<file path="config.mk">
export PLATFORM = sky130hd
export DESIGN_NAME = am_error_monitor_8x8
export DESIGN_NICKNAME = d
export VERILOG_FILES = /design/src/rtl/am_err_pkg.sv /design/src/rtl/am_exact_mul8.sv /design/src/rtl/am_error_monitor_8x8.sv
export SDC_FILE = /design/constraint.sdc
export NUM_CORES = 1
export LEC_CHECK = 0
export ABC_AREA = 1
export ABC_CLOCK_PERIOD_IN_PS = 9000
export CAP_MARGIN = 20
export CELL_PAD_IN_SITES_DETAIL_PLACEMENT = 1
export CELL_PAD_IN_SITES_GLOBAL_PLACEMENT = 1
export CORE_MARGIN = 2
export CORE_UTILIZATION = 44
export DETAILED_ROUTE_END_ITERATION = 7
export MAX_ROUTING_LAYER = met4
export PLACE_DENSITY_LB_ADDON = 0.1
export SLEW_MARGIN = 5
export SYNTH_ARGS = -nofsm -noshare
export SYNTH_HDL_FRONTEND = slang
export SYNTH_HIERARCHICAL = 1
export SYNTH_SLANG_ARGS = --single-unit
export TNS_END_PERCENT = 50
</file>
<file path="constraint.sdc">
create_clock -name clk -period 9 [get_ports clk]
set_input_delay 1.35 -clock clk [delete_from_list [all_inputs] [get_ports clk]]
set_output_delay 1.35 -clock clk [all_outputs]
set_load 0.005 [all_outputs]
</file>
<file path="src/rtl/am_err_pkg.sv">
// Shared types and widths for the approximate-multiplier error monitor.
// Holds the run FSM states, the default counter width and the |err| helper.
package am_err_pkg;

  typedef enum logic [1:0] {
    IDLE,
    RUN,
    DRAIN,
    DONE
  } state_t;

  localparam int CNT_W_D  = 17;
  localparam int SAE_W_D  = 16 + CNT_W_D;
  localparam int SSE_W_D  = 32 + CNT_W_D;
  localparam int BIAS_W_D = 17 + CNT_W_D;

  // |e| of a 17-bit signed error always fits 16 bits (range -65025..65535)
  function automatic logic [15:0] abs17(input logic signed [16:0] e);
    logic [16:0] m;
    if (e[16]) m = 17'(-e);
    else m = 17'(e);
    return m[15:0];
  endfunction

endpackage

</file>
<file path="src/rtl/am_exact_mul8.sv">
// Registered exact 8x8 unsigned multiplier (first pipeline stage).
// Also serves as the golden product model in other harness blocks.
module am_exact_mul8 (
  input  logic        clk,
  input  logic        rst,
  input  logic        flush,
  input  logic        in_valid,
  input  logic [7:0]  x,
  input  logic [7:0]  y,
  output logic        out_valid,
  output logic [15:0] exact
);

  // valid bit; a flush discards whatever is in flight
  always_ff @(posedge clk) begin
    if (rst || flush) out_valid <= 1'b0;
    else out_valid <= in_valid;
  end

  // product register, loaded only on an accepted sample
  always_ff @(posedge clk) begin
    if (rst) exact <= '0;
    else if (in_valid) exact <= 16'(x) * 16'(y);
  end

endmodule

</file>
<file path="src/rtl/am_error_monitor_8x8.sv">
// Streaming error-statistics accumulator for 8x8 approximate multipliers.
// FSM + accept counter, S1 exact product, S2 square stage, accumulators.
module am_error_monitor_8x8
  import am_err_pkg::*;
#(
  parameter  int CNT_W  = CNT_W_D,
  localparam int SAE_W  = 16 + CNT_W,
  localparam int SSE_W  = 32 + CNT_W,
  localparam int BIAS_W = 17 + CNT_W
) (
  input  logic                     clk,
  input  logic                     rst,
  input  logic                     start,
  input  logic                     abort,
  input  logic [CNT_W-1:0]         n_samples,
  input  logic                     in_valid,
  output logic                     in_ready,
  input  logic [7:0]               x,
  input  logic [7:0]               y,
  input  logic [15:0]              z,
  output logic                     done,
  output logic [CNT_W-1:0]         sample_cnt,
  output logic [CNT_W-1:0]         err_cnt,
  output logic [SAE_W-1:0]         sum_abs_err,
  output logic [SSE_W-1:0]         sum_sq_err,
  output logic signed [BIAS_W-1:0] sum_err,
  output logic [15:0]              max_abs_err
);

  state_t state, state_nx;

  logic [CNT_W-1:0] n_reg;
  logic [CNT_W-1:0] acc_cnt;
  logic             beat;
  logic             go;

  logic               s1_valid;
  logic [15:0]        s1_exact;
  logic [15:0]        s1_z;
  logic signed [16:0] s1_err;
  logic [15:0]        s1_abs;
  logic [31:0]        s1_sq;

  logic               s2_valid;
  logic signed [16:0] s2_err;
  logic [15:0]        s2_abs;
  logic [31:0]        s2_sq;

  assign in_ready = (state == RUN);
  assign done     = (state == DONE);
  assign beat     = in_valid & in_ready;

  // next state; abort overrides everything, including a start
  always_comb begin
    state_nx = state;
    go       = 1'b0;
    unique case (state)
      IDLE, DONE: begin
        if (start) begin
          go       = 1'b1;
          state_nx = (n_samples == '0) ? DONE : RUN;
        end
      end
      RUN: begin
        if (beat && acc_cnt == n_reg - CNT_W'(1))
          state_nx = DRAIN;
      end
      DRAIN: begin
        if (!s1_valid) state_nx = DONE;
      end
      default: state_nx = IDLE;
    endcase
    if (abort) begin
      state_nx = IDLE;
      go       = 1'b0;
    end
  end

  // state register
  always_ff @(posedge clk) begin
    if (rst) state <= IDLE;
    else state <= state_nx;
  end

  // run length latch and accepted-beat counter
  always_ff @(posedge clk) begin
    if (rst) begin
      n_reg   <= '0;
      acc_cnt <= '0;
    end else if (go) begin
      n_reg   <= n_samples;
      acc_cnt <= '0;
    end else if (beat) begin
      acc_cnt <= acc_cnt + CNT_W'(1);
    end
  end

  am_exact_mul8 u_mul (
    .clk       (clk),
    .rst       (rst),
    .flush     (abort),
    .in_valid  (beat),
    .x         (x),
    .y         (y),
    .out_valid (s1_valid),
    .exact     (s1_exact)
  );

  // approximate product travels alongside the exact one
  always_ff @(posedge clk) begin
    if (rst) s1_z <= '0;
    else if (beat) s1_z <= z;
  end

  // signed error, magnitude and square from the S1 registers
  always_comb begin
    s1_err = signed'({1'b0, s1_z}) - signed'({1'b0, s1_exact});
    s1_abs = abs17(s1_err);
    s1_sq  = 32'(s1_abs) * 32'(s1_abs);
  end

  // S2 valid; abort drops in-flight beats
  always_ff @(posedge clk) begin
    if (rst || abort) s2_valid <= 1'b0;
    else s2_valid <= s1_valid;
  end

  // S2 data registers
  always_ff @(posedge clk) begin
    if (rst) begin
      s2_err <= '0;
      s2_abs <= '0;
      s2_sq  <= '0;
    end else if (s1_valid) begin
      s2_err <= s1_err;
      s2_abs <= s1_abs;
      s2_sq  <= s1_sq;
    end
  end

  // accumulators: cleared on accepted start, updated per S2 beat
  always_ff @(posedge clk) begin
    if (rst || go) begin
      sample_cnt  <= '0;
      err_cnt     <= '0;
      sum_abs_err <= '0;
      sum_sq_err  <= '0;
      sum_err     <= '0;
      max_abs_err <= '0;
    end else if (s2_valid) begin
      sample_cnt  <= sample_cnt + CNT_W'(1);
      err_cnt     <= err_cnt + CNT_W'(s2_err != '0);
      sum_abs_err <= sum_abs_err + SAE_W'(s2_abs);
      sum_sq_err  <= sum_sq_err + SSE_W'(s2_sq);
      sum_err     <= sum_err + BIAS_W'(s2_err);
      if (s2_abs > max_abs_err) max_abs_err <= s2_abs;
    end
  end

endmodule

</file>
==> results.sh <==
export IMPL_crit_path_max_fanout=9
export IMPL_synthArstFlopShare_pct=0
export IMPL_finalCritPeriodShare_pct=93.8
export IMPL_clock_root_buffer="clkbuf_16"
export IMPL_multi_input_area_um2=18700
export IMPL_avgSynthCellArea_um2=7.01
export IMPL_worst_slew_pin_transition_ns=0.972
export IMPL_clk_path_buf_depth=3
export IMPL_firstDrtPassIters=5
export IMPL_ys_top_cells_by_count="inv_1, nand2_1, nor2_1"
export IMPL_slowest_delay_ns=0.56
export IMPL_die_w_um=257
export IMPL_core_region_area_um2=63300
export IMPL_status="finished clean"
export IMPL_synth_cell_types=59
export IMPL_hold_path_cell_count=1
export IMPL_start_util_pct=44.6
export IMPL_gp_congestion=0.922
export IMPL_cpMaxStageDelayCell="fa_1"
export IMPL_clock_skew_ns=0.0228
export IMPL_yosysSeqAreaShare_pct=21.1
export IMPL_hpwl_mm=74.1
export IMPL_regArea_um2=5970
export IMPL_first_iter_violations=1403
export IMPL_synth_area_um2=28200
export IMPL_portBuffers=221
export IMPL_fin_tns_setup_ns=0
export IMPL_yosysMostFrequentCell="inv_1"
export IMPL_cp_common_cell="fa_1"
export IMPL_rsz0062_at_grt="no"
export IMPL_cts_resized=0
export IMPL_grt_usage_pct=28.9
export IMPL_path_class="flip-flop to flip-flop"
export IMPL_synth_warnings=6
export IMPL_grt_pass1_vias=27700
export IMPL_synth_edf_count=0
export IMPL_path_clk_slew_ns=0.07
export IMPL_reg2regPathDepth=34
export IMPL_fmax_mhz=118
export IMPL_startpoint_type="flip-flop"
export IMPL_largestRegisters="sum_sq_err: 49 flops, sum_err: 34 flops, sum_abs_err: 33 flops"
export IMPL_ant_nets=0
export IMPL_routedWlPerCell_um=18.2
export IMPL_ys_seq_elements=298
export IMPL_grt_first_pass_wirelength_mm=149
export IMPL_yosys_area_top_type="dfxtp_1"
export IMPL_cts_hold_buf=0
export IMPL_layout_drive_gt1_share_pct=4.71
export IMPL_maxCapViolations=0
export IMPL_hold_class="flip-flop to flip-flop"
export IMPL_cp_arrival_ns=8.97
export IMPL_drt_total_wl_mm=92.6
export IMPL_syn_inst=4027
export IMPL_vias=26500
export IMPL_slew_violations=0
export IMPL_hold_violations=0
export IMPL_grt_overflow_total=0
export IMPL_synthTopCellsByArea="dfxtp_1, fa_1, ha_1, inv_1, nand2_1"
export IMPL_ys_flop_type="dfxtp_1"
export IMPL_fin_nets=4707
export IMPL_required_ns=9.53
export IMPL_io_pins=222
export IMPL_period_needed_ns=8.44
export IMPL_grt_antenna_before_repair=4
export IMPL_numCtsBuffers=39
export IMPL_maxSlewHeadroom_pct=35.2
export IMPL_vias_per_cell=5.22
export IMPL_n_fill_cell=8189
export IMPL_post_cts_buffers=0
export IMPL_clock_sinks=298
export IMPL_die_height_um=257
export IMPL_top_register="sum_sq_err"
export IMPL_synth_fp_nets=4539
export IMPL_cts_htree_levels=2
export IMPL_area_growth_pct=15.2
export IMPL_drc_errors=0
export IMPL_largest_reg_flops=49
export IMPL_clk_latency_ns=0.58
export IMPL_setup_worst_path_end_class="flip-flop"
export IMPL_cts_tree="yes"
export IMPL_synth_top_area_share_pct=21.1
export IMPL_dieArea_um2=66200
export IMPL_grt_max_degree=82
export IMPL_setup_viol=0
export IMPL_row_count=92
[metal layers]
layer	GRT usage [%]	up-vias	part of all wire, %
met5	-	-	0
met4	8.04	0	2.8
met3	3.66	115	3.7
met2	47.4	436	46
met1	37.6	12900	47
li1	-	13100	-
[cell families after synthesis]
| kind of cell | synth area share (%) |
|---|---|
| DFF | 21.1 |
| AOI/OAI and AO/OA | 13.8 |
| and+or+nand+nor | 23.2 |
| adders and majority gates | 25.7 |
| buffers and inverters | 12.7 |
| xor gates and xnor gates | 3.56 |
[worst max-delay path: cells and delay by family, from the launching register on]
| kind | cells | cell delay (ns) |
|---|---|---|
| AND/OR/NAND/NOR | 12 | 1.98 |
| adder cells (fa/ha/maj) | 10 | 4.35 |
| buffers and inverters | 6 | 0.61 |
| AO/OA/AOI/OAI | 6 | 1.13 |
| flip-flops | 1 | 0.32 |
[placed cells by master (no fill, tap or decap), types with 9 or more instances in the layout]
master / count
or2_2: 10
nor2_2: 10
fa_1: 203
nand2_1: 653
nand3_2: 9
nand2_2: 24
o21a_1: 25
nor4_1: 19
clkdlybuf4s50_1: 220
dfxtp_1: 296
buf_4: 18
clkbuf_16: 39
o211ai_1: 37
nand4_1: 46
o221ai_1: 11
o21ai_0: 261
a21o_1: 18
nand3_1: 152
ha_1: 255
nor2_4: 12
a21oi_1: 269
nor3_1: 50
nor2_1: 537
a31oi_1: 22
inv_2: 19
clkbuf_8: 10
xor2_1: 76
o21bai_1: 9
xnor2_1: 35
inv_1: 785
[path summary, 6_finish.rpt]
kind,startpoint,end,slack (ns)
max reg2reg,s1_z[0]$_SDFFE_PP0P_,s2_sq[23]$_SDFFE_PP0P_,0.56
min reg2reg,sum_err[33]$_SDFFE_PP0P_,sum_err[33]$_SDFFE_PP0P_,0.46
max,s1_z[0]$_SDFFE_PP0P_,s2_sq[23]$_SDFFE_PP0P_,0.56
min,sum_err[33]$_SDFFE_PP0P_,sum_err[33]$_SDFFE_PP0P_,0.46
[through the flow]
stage          hold WS (ns)  std cells  instance area [um^2]  util, %  setup WS (ns)
2_1_floorplan         0.433       4027                 28200        -           1.67
3_3_place_gp          0.450       5000                 31100     49.2          0.826
3_5_place_dp          0.456       5000                 31100     49.2          0.487
4_1_cts               0.462       5071                 32500     51.3          0.488
5_1_grt               0.481       5075                 32500     51.4         0.0227
6_report              0.461       5076                 32500     51.4          0.560
[layout make-up]
cell class                 instances  share of cell area, %
antenna                            5                 0.0385
clock buffer                      55                   3.49
clock inverter                    16                  0.731
inverter                         810                   9.39
multi-input combinational       2807                   57.5
sequential                       298                   18.4
tap                              846                   3.25
timing repair buffer             239                   7.20
Power is not shown: default switching activity piles up to over one toggle a cycle in this logic, so the estimate is an artifact.
